[config.mk]
export PLATFORM = sky130hd
export DESIGN_NAME = hrm_dump_streamer
export DESIGN_NICKNAME = d
export VERILOG_FILES = /design/src/rtl/hrm_dump_streamer.sv
export SDC_FILE = /design/constraint.sdc
export NUM_CORES = 1
export LEC_CHECK = 0
export ABC_CLOCK_PERIOD_IN_PS = 4700
export BUFFER_PORTS_ARGS = -buffer_cell sky130_fd_sc_hd__buf_2
export CAP_MARGIN = 20
export CORE_ASPECT_RATIO = 2
export CORE_MARGIN = 10
export CORE_UTILIZATION = 49
export DETAILED_ROUTE_END_ITERATION = 16
export GPL_TIMING_DRIVEN = 0
export PLACE_DENSITY = 0.68
export SLEW_MARGIN = 30
export SYNTH_ARGS = -nofsm -noshare
export SYNTH_HDL_FRONTEND = slang
export SYNTH_SLANG_ARGS = --single-unit
[constraint.sdc]
create_clock -name clk -period 4.7 [get_ports clk]
set_input_delay 1.41 -clock clk [delete_from_list [all_inputs] [get_ports clk]]
set_output_delay 1.41 -clock clk [all_outputs]
set_load 0.01 [all_outputs]
[src/rtl/hrm_dump_streamer.sv]
// Host-side dump reader: walks the CPU dump port and emits a framed
// byte stream (A5, tagged sections, 5A) over a valid/ready handshake.
module hrm_dump_streamer #(
  parameter logic [7:0] START_BYTE = 8'hA5,
  parameter logic [7:0] END_BYTE   = 8'h5A,
  parameter int         FIFO_DEPTH = 32,
  parameter int         POS_W      = 5
) (
  input  logic             clk,
  input  logic             i_rst_n,
  input  logic             i_start,
  output logic             o_busy,
  output logic             o_done,
  output logic [2:0]       o_dmp_chip_select,
  output logic [POS_W-1:0] o_dmp_fifo_pos,
  input  logic [7:0]       i_dmp_data,
  input  logic             i_dmp_valid,
  output logic [7:0]       o_tx_data,
  output logic             o_tx_valid,
  input  logic             i_tx_ready
);

  typedef enum logic [2:0] {
    IDLE,
    COUNT,
    HDR,
    TAG,
    DATA,
    TRAIL
  } state_t;

  localparam logic [POS_W-1:0] LAST_POS = POS_W'(FIFO_DEPTH - 1);

  state_t     state;
  logic [2:0] sec;
  logic [5:0] cnt;
  logic [5:0] cnt_in;
  logic [5:0] cnt_out;
  logic [5:0] idx;
  logic [5:0] cur_len;
  logic       fire;

  function automatic logic [2:0] tag_of(input logic [2:0] s);
    logic [2:0] t;
    unique case (s)
      3'd0:    t = 3'd0;
      3'd1:    t = 3'd1;
      3'd2:    t = 3'd2;
      3'd3:    t = 3'd4;
      default: t = 3'd5;
    endcase
    return t;
  endfunction

  assign fire = o_tx_valid && i_tx_ready;

  always_comb begin
    cur_len = 6'd1;
    if (sec == 3'd0) cur_len = cnt_in;
    else if (sec == 3'd1) cur_len = cnt_out;
  end

  // Both FIFO lengths are counted before the header goes out, so the
  // stream itself never stalls once the first byte is presented.
  // The next select/pos is set when a byte is loaded, so it is stable
  // for at least one full cycle before the following capture.
  always_ff @(posedge clk or negedge i_rst_n) begin
    if (!i_rst_n) begin
      state             <= IDLE;
      o_busy            <= 1'b0;
      o_done            <= 1'b0;
      o_tx_valid        <= 1'b0;
      o_tx_data         <= 8'h00;
      o_dmp_chip_select <= 3'd0;
      o_dmp_fifo_pos    <= '0;
      sec               <= 3'd0;
      cnt               <= 6'd0;
      cnt_in            <= 6'd0;
      cnt_out           <= 6'd0;
      idx               <= 6'd0;
    end else begin
      o_done <= 1'b0;
      unique case (state)
        IDLE: begin
          if (i_start) begin
            o_busy            <= 1'b1;
            sec               <= 3'd0;
            cnt               <= 6'd0;
            o_dmp_chip_select <= 3'd0;
            o_dmp_fifo_pos    <= '0;
            state             <= COUNT;
          end
        end
        COUNT: begin
          if (i_dmp_valid && o_dmp_fifo_pos != LAST_POS) begin
            cnt            <= cnt + 6'd1;
            o_dmp_fifo_pos <= o_dmp_fifo_pos + 1'b1;
          end else if (sec == 3'd0) begin
            cnt_in            <= cnt + 6'(i_dmp_valid);
            cnt               <= 6'd0;
            sec               <= 3'd1;
            o_dmp_chip_select <= 3'd1;
            o_dmp_fifo_pos    <= '0;
          end else begin
            cnt_out           <= cnt + 6'(i_dmp_valid);
            sec               <= 3'd0;
            o_dmp_chip_select <= 3'd0;
            o_dmp_fifo_pos    <= '0;
            o_tx_data         <= START_BYTE;
            o_tx_valid        <= 1'b1;
            state             <= HDR;
          end
        end
        HDR: begin
          if (fire) begin
            o_tx_data         <= {5'd0, tag_of(sec)};
            o_dmp_chip_select <= tag_of(sec);
            o_dmp_fifo_pos    <= '0;
            state             <= TAG;
          end
        end
        TAG: begin
          if (fire) begin
            o_tx_data <= {2'b00, cur_len};
            idx       <= 6'd0;
            state     <= DATA;
          end
        end
        DATA: begin
          if (fire) begin
            if (idx != cur_len) begin
              o_tx_data      <= i_dmp_data;
              o_dmp_fifo_pos <= POS_W'(idx + 6'd1);
              idx            <= idx + 6'd1;
            end else if (sec == 3'd4) begin
              o_tx_data         <= END_BYTE;
              o_dmp_chip_select <= 3'd0;
              o_dmp_fifo_pos    <= '0;
              state             <= TRAIL;
            end else begin
              sec               <= sec + 3'd1;
              o_tx_data         <= {5'd0, tag_of(sec + 3'd1)};
              o_dmp_chip_select <= tag_of(sec + 3'd1);
              o_dmp_fifo_pos    <= '0;
              state             <= TAG;
            end
          end
        end
        TRAIL: begin
          if (fire) begin
            o_tx_valid <= 1'b0;
            o_tx_data  <= 8'h00;
            o_busy     <= 1'b0;
            o_done     <= 1'b1;
            state      <= IDLE;
          end
        end
        default: state <= IDLE;
      endcase
    end
  end

endmodule

* Word-level counts from Yosys, hierarchy flattened
Cells that the tools add are included.
** Storage, ports and cells
- Register bits :: 49
- Bits of input ports :: 13
- Logic and storage cells :: 124
** Cells by class
- $add $sub $neg :: 5
- Eq/ne operators :: 25
- Muxes and demuxes :: 57
- Bitwise gates (word level) :: 2
- Reductions and logical operators :: 23
** Operators with widths (number)
- two-way mux 8 bit :: 7
- two-way mux 3 bit :: 18
- two-way mux 6 bit :: 8
- one-hot mux 8 bit (5 select lines) :: 1
- one-hot mux 3 bit (4 select lines) :: 3
- two-way mux 5 bit :: 5
- one-hot mux 6 bit (2 select lines) :: 2
- != test 2 bit, second input constant :: 10
- one-hot mux 5 bit (4 select lines) :: 1
- == test 3 x 2 -> 1 bit, second input constant :: 6
- one-hot mux 3 bit (6 select lines) :: 1
- adder 6 x 1 -> 6 bit, second input constant :: 2
- AND reduction 3 bit :: 4
- AND reduction 4 bit :: 3
- AND reduction 6 bit :: 2
- == test 3 x 1 -> 1 bit, second input constant :: 3
- == test 3 bit, second input constant :: 3
- zero test 3 bit :: 3
- one-hot mux 3 bit (3 select lines) :: 1
- AND reduction 8 bit :: 1
- nonzero test 2 bit :: 4
- two-way mux 1 bit :: 7
- two-way mux 7 bit :: 1
- AND reduction 7 bit :: 1
- 12 further kinds :: 15

* Logic depth before layout (Yosys ltp)
Gate-level depths: netlist (run 1).
- Depth after elaboration :: 7
- Gate-level depth with buffers :: 11

* Least setup slack after synthesis (run 1)
No wires, ideal clock.
- Kind :: input to register
- From :: input port i_dmp_valid
- To :: register cnt_out[1]
- Setup time :: 0.128 ns
- Arrival time :: 2.799 ns
- Data required time :: 4.572 ns
- Setup slack :: 1.774 ns
- Cell stages on the path :: 5
- Path through :: nor2b_1 -> o41a_1 -> nor3_1 -> clkbuf_1 -> mux2_1
** Between the ends
- Longest elaborated chain between the ends :: 3
- Elaborated cells on any way between the ends :: 4
** Ends and longest elaborated chain
- start, declared :: line 17 : input logic i_dmp_valid,
- parallel branches: the longest is 3 deep, another holds adder 6 x 1 -> 6 bit
- end signal, assigned :: line 105 : cnt_out <= cnt + 6'(i_dmp_valid);
- end, declared :: line 38 : logic [5:0] cnt_out;
Parallel ways; which one is timed is not known.
A chain may end at the register's enable or synchronous reset.

* Final worst setup path (run 1)
- From :: register sec[0]
- To :: register idx[5]
** Between the ends
- Longest elaborated chain between the ends :: 6
- Elaborated cells on any way between the ends :: 7
** Ends and longest elaborated chain
- start, declared :: line 35 : logic [2:0] sec;
- start signal, assigned :: line 141 : sec <= sec + 3'd1;
- == test 3 x 1 -> 1 bit :: line 60 : else if (sec == 3'd1) cur_len = cnt_out;
- two-way mux 6 bit :: line 60
- two-way mux 6 bit * :: line 59 : if (sec == 3'd0) cur_len = cnt_in;
- != test 6 bit * :: line 131 : if (idx != cur_len) begin
- != test 2 bit (no line) *
- AND reduction 4 bit (no line) *
- end signal, assigned :: line 134 : idx <= idx + 6'd1;
- end, declared :: line 39 : logic [5:0] idx;
Mark *: on every way between the ends. The rest lies on a longest branch, timed or not.

==> impl.org, run 1 <==
** Run
- Across the run, the number of max-cap violations was 0.

** Critical path
- Worst setup endpoint :: idx[5]$_DFFE_PN0P_
- STA classifies the critical path startpoint as a flip-flop.
- Largest fanout on the critical path :: 10
- Data on the critical path arrives at its endpoint at 3.42 ns.
- Register-to-register path setup slack :: 1.45 ns
- Required time at the endpoint of the critical path :: 4.88 ns
- In this run the critical register-to-register path is captured at idx[5]$_DFFE_PN0P_.
- Worst reg2reg path startpoint :: sec[0]$_DFFE_PN0P_
- Classification of the worst setup path :: reg2reg
- For the worst flop-to-flop path, the logic depth is 10.
- The worst setup path is captured at a flip-flop.
- Launch point of the critical path :: sec[0]$_DFFE_PN0P_

** Logic synthesis
- The largest total area in the synthesized netlist belongs to sky130_fd_sc_hd__dfrtp_1.
- Portion of the post-synthesis area used by sequential elements :: 0.395
- The most common cell in the synthesized netlist is sky130_fd_sc_hd__dfrtp_1.
- Synth top area cells :: sky130_fd_sc_hd__dfrtp_1, sky130_fd_sc_hd__a21oi_1, sky130_fd_sc_hd__ha_1
- Area share of the largest cell type after synthesis :: 0.395
- Post-synthesis async set-or-reset flop share :: 1.00
- Per-instance average area after synthesis :: 9.00 sq um
- Synthesis handed over a netlist of 345 instances.
- During synthesis, Yosys emitted a total of 0 warnings.
- Nets in the synthesized netlist :: 370
- After synthesis, the most frequently instantiated cells are sky130_fd_sc_hd__dfrtp_1, sky130_fd_sc_hd__nor2_1, sky130_fd_sc_hd__a21oi_1.
- The synthesized netlist contains 65 unique library cells.
- Number of enable flip-flop cells after synthesis :: 0
- Counting flops and latches in the post-synthesis netlist gives 49.
- Area of the mapped netlist :: 3110 sq um
- The most used flip-flop cell after synthesis is sky130_fd_sc_hd__dfrtp_1.

** Timing
- Max-slew violation count :: 0
- Slack of the critical path :: 1.45 ns
- Transition at the pin with the smallest max-transition slack :: 0.699 ns
- Layout Skew :: 0.00405 ns
- Fin crit period :: 3.25 ns
- Sum Neg Setup Slack :: 0 ns
- Dividing the final minimum period by the clock period gives 0.691.
- Unrepaired setup endpoints after global routing :: false
- Number of setup violations in the final report :: 0
- In this run the tightest slew margin relative to its limit is 0.534.
- Upper clock frequency limit :: 0.308 GHz
- Total count of hold-check failures in the final report :: 0

** Worst hold path
- Worst hold path depth :: 1
- The path class of the tightest hold or removal check is reg2reg.

** Placement
- Timing analysis after detailed placement gives a worst setup slack of 1.27 ns.
- Input and output buffers added on the ports amount to 31.
- Once detailed placement completed, the half-perimeter wirelength came to 7240 um.
- Weighted congestion reported at the end of routability-driven placement :: 0.964

** Route
- Count of vias placed by the detailed router :: 2892
- The first routing iteration left 317 violations.
- Dividing the detail-routed via count by the number of cells gives 6.15.
- After detailed routing, the total wire length is 9460 um.
- In the routed design, unresolved DRC markers number 0.
- Dividing the detail-routed wire length by the instance count gives 20.1 um.
- The first detailed-routing pass took 6 iterations.
- The count of nets left with antenna violations once routing finished came out at 0.

** Finish
- Fill cell instance count of the final layout :: 610
- Number of nets in the layout :: 408
- Measured on the finished design, the core utilization comes to 0.562.
- Synth-to-layout area growth :: 13.2%
- Ratio of cells with drive above 1 in the final layout :: 0.154
- Number of diodes :: 0

** Run status
- The run finished with clean final reports.

** Floorplan
- In this run the core area contains 41 standard-cell rows.
- Core ar. :: 6260 sq um
- The initial utilization of the core area, before any placement, comes to 0.496.
- In this run the count of I/O pins placed on the die edge is 32.
- The floorplan step set the die height to 133 um.
- Die width :: 76.3 um
- The die covers 10100 sq um.

** Clock network
- # Post-CTS Setup Buffers :: 0
- In this run the clock root is driven by a sky130_fd_sc_hd__clkbuf_16.
- In this run, post-CTS hold repair placed 0 buffers.
- For the worst-skew pair, the clock arrives at the later sink with an insertion delay of 0.29 ns.
- For this design, the sink count on the clock tree is 49.
- Number of gates given a new drive strength after cts :: 0
- After clock tree synthesis, the clock-pin slew on the worst setup and hold paths is 0.06 ns.
- CTS tree :: yes
- In this run the deepest clock path goes through 2 buffers.
- Counting the buffers created by CTS gives 5.
- In this run the number of H-tree levels came out at 2.

** Power and ir drop
- Power, Total :: 0.00212 W
- For this design the ratio of total power to cell area is 604 nW/um^2.
- Static Leakage :: 1.61 nW
- Largest voltage drop on the vdd net :: 0.307 mV

** Global route
- GR Overflow Total :: 0
- First-pass GRT wire length :: 15300 um
- Entering global routing, the biggest net connects 50 pins.
- The number of global-route vias before repair was 2987.
- Across every metal layer, demand over resource in global routing totals 0.188.
- Antenna violations before repair :: 0
power by group:
group / internal, W / total [W] / switching (W)
combinational: 0.000407 / 0.00110 / 0.000689
clock: 0.000196 / 0.000352 / 0.000157
sequential: 0.000558 / 0.000675 / 0.000117
placed cells by master, fill, tap and decap left out, types with 3 or more instances in the layout:
cell / netlist / routed
sky130_fd_sc_hd__dfrtp_1: 49 / 49
sky130_fd_sc_hd__buf_2: 4 / 34
sky130_fd_sc_hd__nor2_1: 34 / 34
sky130_fd_sc_hd__a21oi_1: 31 / 31
sky130_fd_sc_hd__nand2_1: 24 / 24
sky130_fd_sc_hd__nand3_1: 14 / 14
sky130_fd_sc_hd__o21ai_0: 13 / 13
sky130_fd_sc_hd__o21ai_1: 13 / 13
sky130_fd_sc_hd__clkbuf_1: 11 / 12
sky130_fd_sc_hd__ha_1: 12 / 12
sky130_fd_sc_hd__and3_1: 11 / 11
sky130_fd_sc_hd__inv_1: 10 / 10
sky130_fd_sc_hd__nor3_1: 8 / 7
sky130_fd_sc_hd__mux2_1: 6 / 6
sky130_fd_sc_hd__nor2b_1: 5 / 5
sky130_fd_sc_hd__o22ai_1: 5 / 5
sky130_fd_sc_hd__a21o_1: 5 / 5
sky130_fd_sc_hd__clkbuf_16: 0 / 5
sky130_fd_sc_hd__inv_2: 4 / 4
sky130_fd_sc_hd__nand4bb_1: 4 / 4
sky130_fd_sc_hd__xor2_1: 4 / 4
sky130_fd_sc_hd__o21a_1: 3 / 3
sky130_fd_sc_hd__nand3b_1: 3 / 3
sky130_fd_sc_hd__nor3_2: 2 / 3
sky130_fd_sc_hd__and2_1: 3 / 3
sky130_fd_sc_hd__a22oi_1: 3 / 3
sky130_fd_sc_hd__o41ai_1: 3 / 3
sky130_fd_sc_hd__a31oi_1: 3 / 3
sky130_fd_sc_hd__o221ai_1: 3 / 3
sky130_fd_sc_hd__xnor2_1: 3 / 3
sky130_fd_sc_hd__o31ai_1: 3 / 3
state kept, by name (all words and copies together) (netlist names):
name and cells:
o_dmp_fifo_pos 5, cnt_in 6, o_busy 1, o_tx_data 8
sec 3, state 3, cnt 6, o_done 1
cnt_out 6, o_dmp_chip_select 3, o_tx_valid 1, idx 6
final cells by class:
class / instances / area, sq um / share of cell area
Timing Repair Buffer: 31 / 158 / 0.0449
Tap cell: 86 / 108 / 0.0306
Buffer: 18 / 83.8 / 0.0239
Multi-Input combinational cell: 264 / 1750 / 0.497
Clock inverter: 2 / 10.0 / 0.00285
Clock buffer: 6 / 129 / 0.0367
Sequential cell: 49 / 1230 / 0.349
Inverter: 14 / 52.6 / 0.0150
how the worst min path moves through the flow:
stage	startpoint	end
2_1_floorplan	cnt[5]$_DFFE_PN0P_	cnt[5]$_DFFE_PN0P_
3_3_place_gp	o_tx_data[6]$_DFFE_PN0P_	o_tx_data[6]$_DFFE_PN0P_
3_5_place_dp	o_dmp_chip_select[0]$_DFFE_PN0P_	o_dmp_chip_select[0]$_DFFE_PN0P_
4_1_cts	o_dmp_chip_select[0]$_DFFE_PN0P_	o_dmp_chip_select[0]$_DFFE_PN0P_
5_1_grt	o_dmp_chip_select[0]$_DFFE_PN0P_	o_dmp_chip_select[0]$_DFFE_PN0P_
6_report	o_dmp_chip_select[0]$_DFFE_PN0P_	o_dmp_chip_select[0]$_DFFE_PN0P_
logic make-up after synthesis:
| kind of cell | after synthesis | synth area share |
|---|---|---|
| xor+xnor | 7 | 0.0197 |
| flops | 49 | 0.395 |
| fa+ha+maj | 12 | 0.0483 |
| compound gates | 113 | 0.247 |
| buf+inv | 32 | 0.0439 |
| simple gates | 124 | 0.218 |
| mux | 8 | 0.0286 |
per-layer routing:
metal  vias up  global-route usage  wire, um
met5         -                   0         0
met4         0               0.135       611
met3        35              0.0292       372
met2        92               0.349      5170
met1      1408               0.181      3300
li1       1357                   -         -
critical path, stage by stage, from the launching register on:
cell and delay [ns]:
sky130_fd_sc_hd__dfrtp_1 0.45, sky130_fd_sc_hd__inv_1 0.11, sky130_fd_sc_hd__ha_1 0.24, sky130_fd_sc_hd__buf_6 0.15, sky130_fd_sc_hd__nor4bb_1 0.59, sky130_fd_sc_hd__o21a_1 0.23
sky130_fd_sc_hd__o211ai_2 0.14, sky130_fd_sc_hd__nor3_2 0.54, sky130_fd_sc_hd__buf_4 0.30, sky130_fd_sc_hd__nor2_1 0.10, sky130_fd_sc_hd__a221o_1 0.30
per-stage QoR:
| step | hold slack [ns] | cell area, sq um | cells |
|---|---|---|---|
| 4_1_cts | 0.488 | 3510 | 470 |
| 5_1_grt | 0.509 | 3510 | 470 |
| 2_1_floorplan | 0.460 | 3110 | 345 |
| 3_3_place_gp | 0.461 | 3370 | 462 |
| 6_report | 0.484 | 3510 | 470 |
| 3_5_place_dp | 0.474 | 3380 | 462 |
Note: power is estimated with default switching activity, not from simulation.
==> run 2: changes to the inputs <==
--- a/config.mk
+++ b/config.mk
@@ -5,7 +5,7 @@
 export SDC_FILE = /design/constraint.sdc
 export NUM_CORES = 1
 export LEC_CHECK = 0
-export ABC_CLOCK_PERIOD_IN_PS = 4700
+export ABC_CLOCK_PERIOD_IN_PS = 3270
 export BUFFER_PORTS_ARGS = -buffer_cell sky130_fd_sc_hd__buf_2
 export CAP_MARGIN = 20
 export CORE_ASPECT_RATIO = 2
==> constraint.sdc (replaced) <==
create_clock -name clk -period 3.27 [get_ports clk]
set_input_delay 0.981 -clock clk [delete_from_list [all_inputs] [get_ports clk]]
set_output_delay 0.981 -clock clk [all_outputs]
set_load 0.01 [all_outputs]
==> run 2 against run 1 <==
- count of clock-buffer cells in the layout unchanged
- non-clock buffer count is the same
- register-to-register slack worse by 1.3 ns
- worst hold slack about the same
- clock skew is 0.0019 ns higher
- cell area grew 0.36%
- sequential cell count unchanged
- power rose by 45%
- setup slack lost 1.3 ns
- combinational power increased by 45%
- die area stayed put
- largest power group unchanged
==> impl.org, run 2 (same netlist as run 1, synthesis figures left out) <==
** Finish
- Relative to the synthesized area, the layout overhead comes to 13.6%.
- Flip-flop count of the largest register, all copies and words added :: 8 (unchanged)
- Number of diodes :: 0 (unchanged)
- Fill cell instance count of the final layout :: 608 (-0.33%)
- Number of nets in the layout :: 408 (unchanged)
- In the layout the commonest cells are sky130_fd_sc_hd__dfrtp_1, sky130_fd_sc_hd__buf_2, sky130_fd_sc_hd__nor2_1, sky130_fd_sc_hd__a21oi_1, sky130_fd_sc_hd__nand2_1.
- Ratio of cells with drive above 1 in the final layout :: 0.156 (+0.00260)
- Leaving out fill and tap cells, the most frequent cell in the layout is sky130_fd_sc_hd__dfrtp_1.
- Largest register by flop count :: o_tx_data
- Final std cell area, no fill :: 3530 sq um (+0.36%)

** Floorplan
- The area of the die came to 10100 sq um (unchanged).
- The floorplan row count came to 41 (unchanged).
- The starting density of the core was 0.496 (unchanged).
- IO Pins :: 32 (unchanged)
- The placeable core region was 6260 sq um (unchanged).
- The die height came to 133 um (unchanged).
- Die width :: 76.3 um (unchanged)

** Placement
- Port-buffer cells :: 31 (unchanged)
- The total cell area at the placement stage came to 3380 sq um (unchanged).
- The HPWL after detailed placement was 7240 um (unchanged).
- The final estimated routing congestion in global placement is 0.964 (unchanged).

** Timing
- The final sum of negative setup slack was 0 ns (unchanged).
- Upper clock frequency limit :: 0.318 GHz (+3.4%)
- Transition at the pin with the smallest max-transition slack :: 0.723 ns (+0.0240 ns)
- The final critical delay including setup and external delays is 3.14 ns (-0.105 ns).
- Max-slew violation count :: 0 (unchanged)
- Setup repair after global routing left no endpoint under its margin.
- The tightest slew margin relative to the limit came to 0.518 (-0.0160).
- The post-route fraction of the period consumed by the critical path was 0.961 (+0.270).
- The worst setup skew after layout was 0.00592 ns (+0.00187 ns).
- Total count of hold-check failures in the final report :: 0 (unchanged)
- Number of setup violations in the final report :: 0 (unchanged)

** Clock network
- Clock Pin Slew Worst Setup and Hold Paths :: 0.06 ns (about the same)
- The number of sinks driven by the clock tree is 49 (unchanged).
- The maximum level of the CTS H-tree came to 2 (unchanged).
- Number of buffers created by CTS :: 5 (unchanged)
- CTS placed an instance of sky130_fd_sc_hd__clkbuf_16 at the clock tree root.
- Clock insertion delay at the later pin of the skew report :: 0.29 ns (about the same)
- Maximum clock path buffer count :: 2 (unchanged)
- TritonCTS built the clock tree.

** Route
- Total DRC errors in the routed layout :: 0 (unchanged)
- The iteration-0 DRC count of the detailed router came to 286 (-9.8%).
- The wire length per cell was 20.1 um (+0.12%).
- Count of nets left with antenna violations after detail routing :: 0 (unchanged)
- The wire length on met2 was 5150 um (-0.33%).
- The detail-routed via count per cell came to 6.16 (+0.10%).
- Routed metal-1 wirelength :: 3320 um (+0.48%)
- The number of iterations in the first detailed-routing pass is 5 (-1).
- The total via count after detailed routing came to 2895 (+0.10%).
- Highest layer used for signal routing :: met4
- The met3 wire length came to 368 um (-1.1%).
- The final routed wirelength across all metal layers was 9470 um (+0.12%).

** Critical path
- The worst setup path is captured at a flip-flop.
- Startpoint type of the worst setup path :: flip-flop
- Largest fanout on the critical path :: 10 (unchanged)
- The endpoint required time on the critical path came to 3.44 ns (-1.44 ns).
- The arrival time of data at the critical path endpoint came to 3.31 ns (-0.11 ns).
- The critical path is of the reg2reg type.

** Power and ir drop
- Largest voltage drop on the vdd net :: 0.444 mV (+44%)
- Static Leakage :: 1.61 nW (+0.28%)
- The areal power density over the cells is 872 nW/um^2 (+44%).

** Global route
- Overall Global Routing Usage :: 0.188 (unchanged)
- Vias in the first global route :: 2987 (unchanged)
- First-pass GRT wire length :: 15300 um (unchanged)
- The initial antenna violation count came to 0 (unchanged).
- The pin count of the biggest net entering global routing is 50 (unchanged).
- GR Overflow Total :: 0 (unchanged)

** Run
- Number of max-cap violations :: 0 (unchanged)

** Worst hold path
- Path type of the worst min-delay path :: reg2reg

** Run status
- The flow ran to the end, and the final reports show no timing, DRC or antenna violations.
-- run 2: power breakdown --
part / switching [W] / internal, W
combinational: 0.00101 / 0.000590
sequential: 0.000170 / 0.000802
clock: 0.000226 / 0.000281
total: 0.00140 / 0.00167
-- run 2: cell type report --
class	count	area (sq um)	area share
Multi-Input combinational cell	264	1760	0.499
Inverter	14	52.6	0.0149
Buffer	18	83.8	0.0238
Clock inverter	2	10.0	0.00284
Clock buffer	6	129	0.0365
Tap cell	86	108	0.0305
Timing Repair Buffer	31	158	0.0447
Sequential cell	49	1230	0.348
-- run 2: through the flow --
step | power [W] | setup WS, ns | cells | hold slack [ns] | utilization
global placement | 0.00250 | 0.135 | 462 | 0.461 | 0.538
detailed placement | 0.00253 | 0.100 | 462 | 0.474 | 0.539
finish | 0.00308 | 0.127 | 470 | 0.484 | 0.564
CTS | 0.00305 | 0.0927 | 470 | 0.488 | 0.562
floorplan | 0.00205 | 0.592 | 345 | 0.460 | -
global route | 0.00329 | 0.0607 | 470 | 0.509 | 0.564
-- run 2: worst max-delay path, stage by stage (launching register included) --
cell and delay (ns):
sky130_fd_sc_hd__dfrtp_1 0.46, sky130_fd_sc_hd__inv_1 0.11, sky130_fd_sc_hd__ha_1 0.24, sky130_fd_sc_hd__buf_6 0.15, sky130_fd_sc_hd__nand4bb_1 0.23, sky130_fd_sc_hd__and3_1 0.20
sky130_fd_sc_hd__or4b_4 0.58, sky130_fd_sc_hd__o31ai_4 0.45, sky130_fd_sc_hd__and2_1 0.27, sky130_fd_sc_hd__mux2_1 0.34
-- run 2: what timing repair did --
item,CTS,global route
endpoints found under the setup margin,0,4
resized for setup,0,2
hold buffers,0,0
setup buffers,0,0
-- run 2: routing by layer --
metal	global-route usage	vias up
li1	-	1357
met1	0.181	1397
met2	0.349	107
met3	0.0292	34
met4	0.135	0
met5	0	-
-- run 2: final timing paths --
kind	start	end	slack (ns)	cells after the start
max	sec[0]$_DFFE_PN0P_	o_dmp_chip_select[1]$_DFFE_PN0P_	0.13	9
min	o_dmp_chip_select[0]$_DFFE_PN0P_	o_dmp_chip_select[0]$_DFFE_PN0P_	0.48	1
max reg2reg	sec[0]$_DFFE_PN0P_	o_dmp_chip_select[1]$_DFFE_PN0P_	0.13	9
min reg2reg	o_dmp_chip_select[0]$_DFFE_PN0P_	o_dmp_chip_select[0]$_DFFE_PN0P_	0.48	1
max in group asynchronous	i_rst_n	cnt_in[5]$_DFFE_PN0P_	2.14	1
min in group asynchronous	i_rst_n	o_tx_data[6]$_DFFE_PN0P_	0.70	1
